<file path="src/rtl/tick_div_pkg.sv">
// tick_div_pkg: shared output-mode encoding and the reset divide ratio for the tick divider.
package tick_div_pkg;

  typedef enum logic {
    MODE_PULSE  = 1'b0,
    MODE_SQUARE = 1'b1
  } mode_e;

  localparam int unsigned TICK_DEFAULT_DIV = 50000;

endpackage

</file>
<file path="src/rtl/tick_div_stage.sv">
// tick_div_stage: holds the active divisor and a pending divisor, and applies a new one on an apply event.
module tick_div_stage
  import tick_div_pkg::*;
#(
  parameter int unsigned WIDTH       = 16,
  parameter int unsigned DEFAULT_DIV = TICK_DEFAULT_DIV
) (
  input  logic             clk_i,
  input  logic             rst_ni,
  input  logic [WIDTH-1:0] div_in_i,
  input  logic             div_load_i,
  input  logic             apply_ev_i,
  output logic [WIDTH-1:0] div_o,
  output logic             load_pending_o,
  output logic             apply_o
);

  logic [WIDTH-1:0] div_q, div_d;
  logic [WIDTH-1:0] pend_q, pend_d;
  logic             pend_valid_q, pend_valid_d;

  assign apply_o        = apply_ev_i & (div_load_i | pend_valid_q);
  assign div_o          = div_q;
  assign load_pending_o = pend_valid_q;

  // A strobe arriving on the apply edge is newer than anything pending, so it wins.
  always_comb begin
    div_d        = div_q;
    pend_d       = pend_q;
    pend_valid_d = pend_valid_q;
    if (apply_o) begin
      div_d        = div_load_i ? div_in_i : pend_q;
      pend_valid_d = 1'b0;
    end else if (div_load_i) begin
      pend_d       = div_in_i;
      pend_valid_d = 1'b1;
    end
  end

  always_ff @(posedge clk_i or negedge rst_ni) begin
    if (!rst_ni) begin
      div_q        <= WIDTH'(DEFAULT_DIV);
      pend_q       <= '0;
      pend_valid_q <= 1'b0;
    end else begin
      div_q        <= div_d;
      pend_q       <= pend_d;
      pend_valid_q <= pend_valid_d;
    end
  end

endmodule

</file>
<file path="src/rtl/tick_divider.sv">
// tick_divider: programmable divider producing a one-cycle tick (PULSE) or a 50% square wave (SQUARE).
module tick_divider
  import tick_div_pkg::*;
#(
  parameter int unsigned WIDTH       = 16,
  parameter int unsigned DEFAULT_DIV = TICK_DEFAULT_DIV
) (
  input  logic             clk_i,
  input  logic             rst_ni,
  input  logic             enable_i,
  input  logic             clear_i,
  input  logic             mode_i,
  input  logic [WIDTH-1:0] div_in_i,
  input  logic             div_load_i,
  output logic             clk_en_o,
  output logic             clk_sq_o,
  output logic             load_pending_o,
  output logic [WIDTH-1:0] count_o
);

  logic [WIDTH-1:0] count_q, count_d;
  logic             clk_en_q, clk_en_d;
  logic             clk_sq_q, clk_sq_d;
  logic [WIDTH-1:0] div_w;
  logic [WIDTH-1:0] last_w;
  logic             wrap_w;
  logic             apply_w;
  logic             apply_ev_w;
  mode_e            mode_w;

  assign mode_w = mode_e'(mode_i);

  // Ratios 0 and 1 both collapse to N=1, i.e. the last count value is 0.
  assign last_w     = (div_w <= WIDTH'(1)) ? '0 : div_w - WIDTH'(1);
  assign wrap_w     = enable_i && (count_q == last_w);
  assign apply_ev_w = clear_i | wrap_w | ~enable_i;

  tick_div_stage #(
    .WIDTH       (WIDTH),
    .DEFAULT_DIV (DEFAULT_DIV)
  ) u_stage (
    .clk_i          (clk_i),
    .rst_ni         (rst_ni),
    .div_in_i       (div_in_i),
    .div_load_i     (div_load_i),
    .apply_ev_i     (apply_ev_w),
    .div_o          (div_w),
    .load_pending_o (load_pending_o),
    .apply_o        (apply_w)
  );

  always_comb begin
    count_d  = count_q;
    clk_en_d = 1'b0;
    clk_sq_d = clk_sq_q;
    if (clear_i || wrap_w || apply_w) begin
      count_d = '0;
    end else if (enable_i) begin
      count_d = count_q + WIDTH'(1);
    end
    if (!clear_i && wrap_w && mode_w == MODE_PULSE) begin
      clk_en_d = 1'b1;
    end
    if (clear_i || mode_w == MODE_PULSE) begin
      clk_sq_d = 1'b0;
    end else if (wrap_w) begin
      clk_sq_d = ~clk_sq_q;
    end
  end

  always_ff @(posedge clk_i or negedge rst_ni) begin
    if (!rst_ni) begin
      count_q  <= '0;
      clk_en_q <= 1'b0;
      clk_sq_q <= 1'b0;
    end else begin
      count_q  <= count_d;
      clk_en_q <= clk_en_d;
      clk_sq_q <= clk_sq_d;
    end
  end

  assign clk_en_o = clk_en_q;
  assign clk_sq_o = clk_sq_q;
  assign count_o  = count_q;

endmodule

</file>
<file path="config.mk">
export PLATFORM = sky130hd
export DESIGN_NAME = tick_divider
export DESIGN_NICKNAME = d
export VERILOG_FILES = /design/src/rtl/tick_div_pkg.sv /design/src/rtl/tick_div_stage.sv /design/src/rtl/tick_divider.sv
export SDC_FILE = /design/constraint.sdc
export NUM_CORES = 1
export LEC_CHECK = 0
export CORE_MARGIN = 2
export CORE_UTILIZATION = 50
export CTS_CLUSTER_SIZE = 24
export DETAILED_ROUTE_END_ITERATION = 8
export PLACE_DENSITY = 0.75
export SLEW_MARGIN = 20
export SYNTH_ARGS = -nofsm -noshare
export SYNTH_HDL_FRONTEND = slang
export SYNTH_SLANG_ARGS = --single-unit
export TNS_END_PERCENT = 50
</file>
<file path="constraint.sdc">
create_clock -name clk_i -period 3.3 [get_ports clk_i]
set_input_delay 0.99 -clock clk_i [delete_from_list [all_inputs] [get_ports clk_i]]
set_output_delay 0.99 -clock clk_i [all_outputs]
set_load 0.01 [all_outputs]
</file>
==> impl_metrics.tcl, run 1 <==
set metrics [dict create \
    synth_nets 435 \
    max-clock-path-buffers 2 \
    fmax_ghz 0.3129 \
    relSlewSlack_pct 70.94 \
    fin_crit_ns 3.196 \
    setup-violations-final 0 \
    p_leak_uw 0.001844 \
    crit_type "reg2reg" \
    wire_per_inst_um 18.22 \
    cpPeakStageDelay_ns 0.53 \
    ys.flop_type "dfrtp_1" \
    r2r-end "u_stage.pend_q[5]" \
    max_cap_violations 0 \
    first_global_vias 3427 \
    r2r_start "u_stage.div_o[0]" \
    drv_slew 0 \
    dpl.hpwl_um 7744 \
    status "completed" \
    die_w_um 90.62 \
    routed_wl_um 10400 \
    die_h_um 90.62 \
    synthArstFlopShare_pct 100.0 \
    vias 3520 \
    top_layer "met4" \
    cts_htree_levels 2 \
    synth_edf_count 0 \
    drtIter0Drc 256 \
    yosys_warnings 0 \
    fin_crit_sh_pct 96.84 \
    core_area_um2 7253 \
    layout_commonest_cell "dfrtp_1" \
    port_buffers 40 \
    clk_pin_slew_worst_paths_ns 0.10 \
    antenna_found_initial 0 \
    syn-cell-area_um2 3751 \
    min-delay-start "u_stage.pend_q[0]" \
    fin_hold_ws_ns 0.5142 \
    synth_seq_cells 51 \
    vdd_drop_max_uv 246.4 \
    p_per_area_nw_per_um2 364.9 \
    antenna_cells 0 \
    wl_met1_um 4582 \
    cp_cell_sequence "or4_1, buf_4, o311ai_1, a311oi_1, a311oi_1, nand4_1, nor4_4, buf_6, nor3b_4, buf_4, mux2_4" \
    synthToLayoutAreaGrowth_pct 22.82 \
    initial_utilization_pct 51.72 \
    start_kind "register" \
    ant_nets 0 \
    drcViolationCount 0 \
    avgSynthCellArea_um2 9.149 \
    layout_common_cells "45 x dfrtp_1, 42 x buf_4, 39 x clkdlybuf4s50_1" \
    grt.overflow.total 0 \
    cts_buffers 5 \
    nets 496 \
    final.setup_skew_ns 0.009339 \
    seqCellArea_um2 1284 \
    clock_latency_ns 0.31 \
    n_fill_cell 617 \
    wl_met3_um 648 \
    hold_path.class "reg2reg" \
    critPathArrivalTime_ns 3.40 \
    drive_gt1_share_pct 23.73 \
    postSynthCellCount 410 \
    met2_length_um 5025 \
    gp_congestion 0.9462 \
    firstDrtPassIters 5 \
    rows 31 \
    yosys.cell_types.count 64 \
    cts_hold_buffers 0 \
    worstMarginPinSlew_ns 0.4359 \
    worst_setup_path_end_kind "register" \
    viasPerCell 6.165 \
    multiInputGateArea_um2 2243 \
    dieArea_um2 8211 \
    power_uw 1681 \
    worstPathRequired_ns 3.51 \
    hold_path_end "u_stage.pend_q[0]" \
    cts_sinks 51 \
    yosysSeqAreaShare_pct 34.22 \
    grtUsageTotal_pct 26.05 \
    hold_depth 1 \
    finalHoldViolations 0 \
    cp_slowest_cell "or4_1" \
    worstRegToRegCells 11 \
    io_pins 41 \
    grt_max_degree 34 \
    cp_max_fo 7 \
    cts_tree "yes" \
    ff2ff_setup_slack_ns 0.10 \
    cts-root-buf "clkbuf_8" \
    grt_pass1_wl_um 17520 \
]
layout make-up:
| type | count | area share (%) |
|---|---|---|
| Multi-Input combinational cell | 301 | 48.70 |
| Sequential cell | 51 | 27.87 |
| Timing Repair Buffer | 86 | 16.59 |
| Tap cell | 99 | 2.689 |
| Inverter | 26 | 2.118 |
| Clock buffer | 5 | 1.494 |
| Clock inverter | 3 | 0.5432 |
critical path: cells and delay by family (launching register included):
kind / cells / cell delay, ns
AND/OR/NAND/NOR: 4 / 1.10
AO/OA/AOI/OAI: 3 / 0.74
buffers and inverters: 3 / 0.56
flip-flops: 1 / 0.40
multiplexers: 1 / 0.29
power by group:
group / internal, uW / total [uW] / switching (uW)
Clock: 152 / 376 / 223
Sequential: 698 / 764 / 66.8
Combinational: 273 / 541 / 268
layer usage:
metal  vias up  track usage, %
met1      1702           35.73
li1       1663               -
met3        14           4.007
met5         -               0
met2       141           43.59
met4         0           5.641
sequential cells by signal, indices dropped and copies added, names as in the netlist:
register and flops:
clk_en_o 1, count_o 16, u_stage.load_pending_o 1, u_stage.div_o 16, u_stage.pend_q 16, clk_sq_o 1
worst max path at each step:
stage / slack [ns] / to / startpoint / cells after the start
final: 0.10 / u_stage.pend_q[5] / u_stage.div_o[0] / 11
after floorplan: 0.02 / u_stage.pend_q[10] / u_stage.div_o[0] / 12
after global routing: -0.05 / u_stage.pend_q[5] / u_stage.div_o[0] / 13
after detailed placement: 0.004 / u_stage.pend_q[5] / enable_i / 9
after global placement: 0.03 / u_stage.pend_q[5] / enable_i / 9
after CTS: 0.03 / u_stage.pend_q[5] / u_stage.div_o[0] / 11
metrics by stage:
stage / utilization, % / worst slack (ns) / std cells / TNS (ns) / instance area [um2]
global placement: 61.07 / 0.02584 / 560 / 0 / 4429
detailed placement: 61.07 / 0.003952 / 560 / 0 / 4429
finish: 63.52 / 0.1042 / 571 / 0 / 4607
floorplan: - / 0.02497 / 410 / 0 / 3751
CTS: 62.36 / 0.03496 / 568 / 0 / 4523
global route: 63.52 / -0.05434 / 571 / -0.9944 / 4607
cell families (layout without fill, tap and decap cells):
| kind of cell | Yosys count | in the layout | share of synthesized area, % |
|---|---|---|---|
| AND/OR/NAND/NOR | 133 | 133 | 21.35 |
| AO/OA/AOI/OAI | 123 | 123 | 24.12 |
| buffers and inverters | 58 | 120 | 7.305 |
| flip-flops | 51 | 51 | 34.22 |
| XOR/XNOR | 22 | 22 | 5.137 |
| multiplexers | 20 | 20 | 6.871 |
| adder cells (fa/ha/maj) | 3 | 3 | 1.001 |
synthesized netlist by cell type, types with 5 or more instances:
library cell	n	area [um2]
a21o_1	5	37.54
a21oi_1	10	50.05
a31oi_1	18	112.6
buf_6	5	56.30
clkbuf_1	22	82.58
dfrtp_1	45	1126
dfstp_2	6	157.7
inv_1	26	97.59
mux2_2	6	67.56
mux2_4	10	150.1
nand2_1	21	78.83
nand2b_1	5	31.28
nand4_1	11	68.82
nor2_1	38	142.6
nor3_1	8	40.04
o21a_1	13	97.59
o21ai_0	17	85.08
o221a_2	11	123.9
o22ai_1	14	87.58
o32ai_1	5	43.79
or3_1	5	31.28
xnor2_1	10	87.58
xor2_1	12	105.1
repair_timing:
action                     CTS  global route
setup buffers                0             3
setup endpoints to repair    0            51
resized for setup            0            16
(Power assumes the default switching activity.)
==> inputs of run 2 (changes only) <==
--- a/config.mk
+++ b/config.mk
@@ -5,7 +5,6 @@
 export SDC_FILE = /design/constraint.sdc
 export NUM_CORES = 1
 export LEC_CHECK = 0
-export CORE_MARGIN = 2
 export CORE_UTILIZATION = 50
 export CTS_CLUSTER_SIZE = 24
 export DETAILED_ROUTE_END_ITERATION = 8
==> run 2 against run 1 <==
Effect of this change:
- the flow now finishes with violations (negative setup slack)
- sequential share of layout area decreased by 0.67 points
- combinational power increased by 4.3%
- highest routed layer unchanged
- largest power group unchanged
- power increased by 5.0%
- clock skew decreased by 0.0037 ns
- maximum frequency decreased by 3.9%
- clock power increased by 17%
- critical path depth increased by 1
- worst setup slack got worse by 0.13 ns
- register-to-register slack got worse by 0.13 ns
- hold slack improved by 0.0041 ns
==> impl_metrics.tcl, run 2 (synthesis gave the netlist of run 1 again) <==
set metrics [dict create \
    seqCellArea_um2 1284 \
    cts_sinks 51 \
    cp_max_fo 8 \
    cts_htree_levels 2 \
    postPlaceCellArea_um2 4512 \
    antenna_found_initial 0 \
    multiInputGateArea_um2 2215 \
    final_cell_count_no_fill 587 \
    dieArea_um2 7853 \
    p_leak_uw 0.001928 \
    max-clock-path-buffers 2 \
    cts_buffers 5 \
    worstPathRequired_ns 3.50 \
    dp.cells 571 \
    status "complete, but fails checks" \
    core_area_um2 7253 \
    nets 512 \
    rows 31 \
    fin_crit_sh_pct 100.8 \
    antenna_cells 0 \
    clock_latency_ns 0.31 \
    io_pins 41 \
    ant_nets 0 \
    drv_slew 0 \
    drive_gt1_share_pct 25.41 \
    setup-violations-final 10 \
    firstDrtPassIters 5 \
    violations "negative setup slack" \
    clk_pin_slew_worst_paths_ns 0.10 \
    drtIter0Drc 315 \
    fin_crit_ns 3.325 \
    relSlewSlack_pct 69.48 \
    max_cap_violations 0 \
    drcViolationCount 0 \
    setup_slack_ns -0.02505 \
    gp_congestion 0.9324 \
    viasPerCell 6.199 \
    worst_setup_path_end_kind "register" \
    initial_utilization_pct 51.72 \
    grt.overflow.total 0 \
    first_global_vias 3373 \
    synthToLayoutAreaGrowth_pct 25.85 \
    final.setup_skew_ns 0.005682 \
    grt_max_degree 37 \
    n_fill_cell 612 \
    critPathArrivalTime_ns 3.52 \
    cts-root-buf "clkbuf_8" \
    grtUsageTotal_pct 28.95 \
    vdd_drop_max_uv 267.8 \
    p_per_area_nw_per_um2 373.8 \
    vias 3639 \
    cts_tree "yes" \
    worstMarginPinSlew_ns 0.4537 \
    port_buffers 40 \
    start_kind "register" \
    finalHoldViolations 0 \
    wire_per_inst_um 18.21 \
    die_w_um 88.62 \
    crit_type "reg2reg" \
    fmax_ghz 0.3007 \
    routed_wl_um 10690 \
    hold_path.class "reg2reg" \
    grt_setup_unrepaired "yes" \
    grt_pass1_wl_um 17200 \
    dpl.hpwl_um 7689 \
    layout_common_cells "57 x buf_4, 45 x dfrtp_1, 39 x clkdlybuf4s50_1" \
    finalInstanceArea_um2 4721 \
    die_h_um 88.62 \
    layout_commonest_cell "buf_4" \
]
==> run 2: worst max-delay path, cell delays in order (launching register included) <==
cell and delay [ns]:
dfrtp_1 0.39, or4_4 0.54, buf_6 0.15, nor4_4 0.27, buf_4 0.15, mux2i_1 0.08
a311oi_2 0.33, nand4_1 0.21, nor4_4 0.39, buf_4 0.19, nor3b_4 0.05, buf_6 0.15
mux2_4 0.30
==> run 2: routing by layer <==
layer | track usage [%] | vias to the layer above | wire length (um)
li1 | - | 1693 | -
met1 | 38.57 | 1755 | 4653
met2 | 46.22 | 157 | 5060
met3 | 4.757 | 34 | 627
met4 | 13.34 | 0 | 348
met5 | 0 | - | 0
==> run 2: path summary, 6_finish.rpt <==
kind / from / to / slack, ns / cells after the start
hold reg to reg: u_stage.pend_q[0] / u_stage.pend_q[0] / 0.52 / 1
setup / recovery: u_stage.div_o[3] / u_stage.pend_q[8] / -0.03 / 12
setup reg to reg: u_stage.div_o[3] / u_stage.pend_q[8] / -0.03 / 12
hold / removal: u_stage.pend_q[0] / u_stage.pend_q[0] / 0.52 / 1
max in group asynchronous: rst_ni / u_stage.div_o[15] / 1.85 / 2
min in group asynchronous: rst_ni / count_o[7] / 0.62 / 1
==> run 2: power breakdown <==
part	switching, uW	internal, uW	leakage (uW)
Clock	214	226	0.0000581
Combinational	277	287	0.00123
Sequential	62.8	697	0.000636
==> run 2: final cells by class <==
class / count / area share [%]
clock inverter: 3 / 0.9276
inverter: 26 / 2.067
multi-input combinational: 301 / 46.91
sequential: 51 / 27.19
clock buffer: 5 / 1.458
tap: 99 / 2.624
timing repair buffer: 102 / 18.82
==> run 2: stage by stage <==
stage                     hold WS (ns)  util (%)  worst slack, ns  total power, uW  setup TNS, ns
after detailed placement        0.5020     62.20          -0.2576             1311         -7.260
after global placement          0.4830     62.20          -0.1750             1290         -4.439
after global routing            0.5300     65.09          -0.1160             1855         -2.638
after CTS                       0.5249     64.36          0.03549             1761              0
final                           0.5183     65.09         -0.02505             1764        -0.1827
after floorplan                 0.4716         -          0.02497             1105              0
==> run 2: repair_timing <==
item	CTS	global route
resized for setup	3	7
gates cloned	1	0
setup buffers	4	4
hold buffers	0	0
endpoints found under the setup margin	45	50
pin swaps	4	6
hold endpoints to repair	0	0
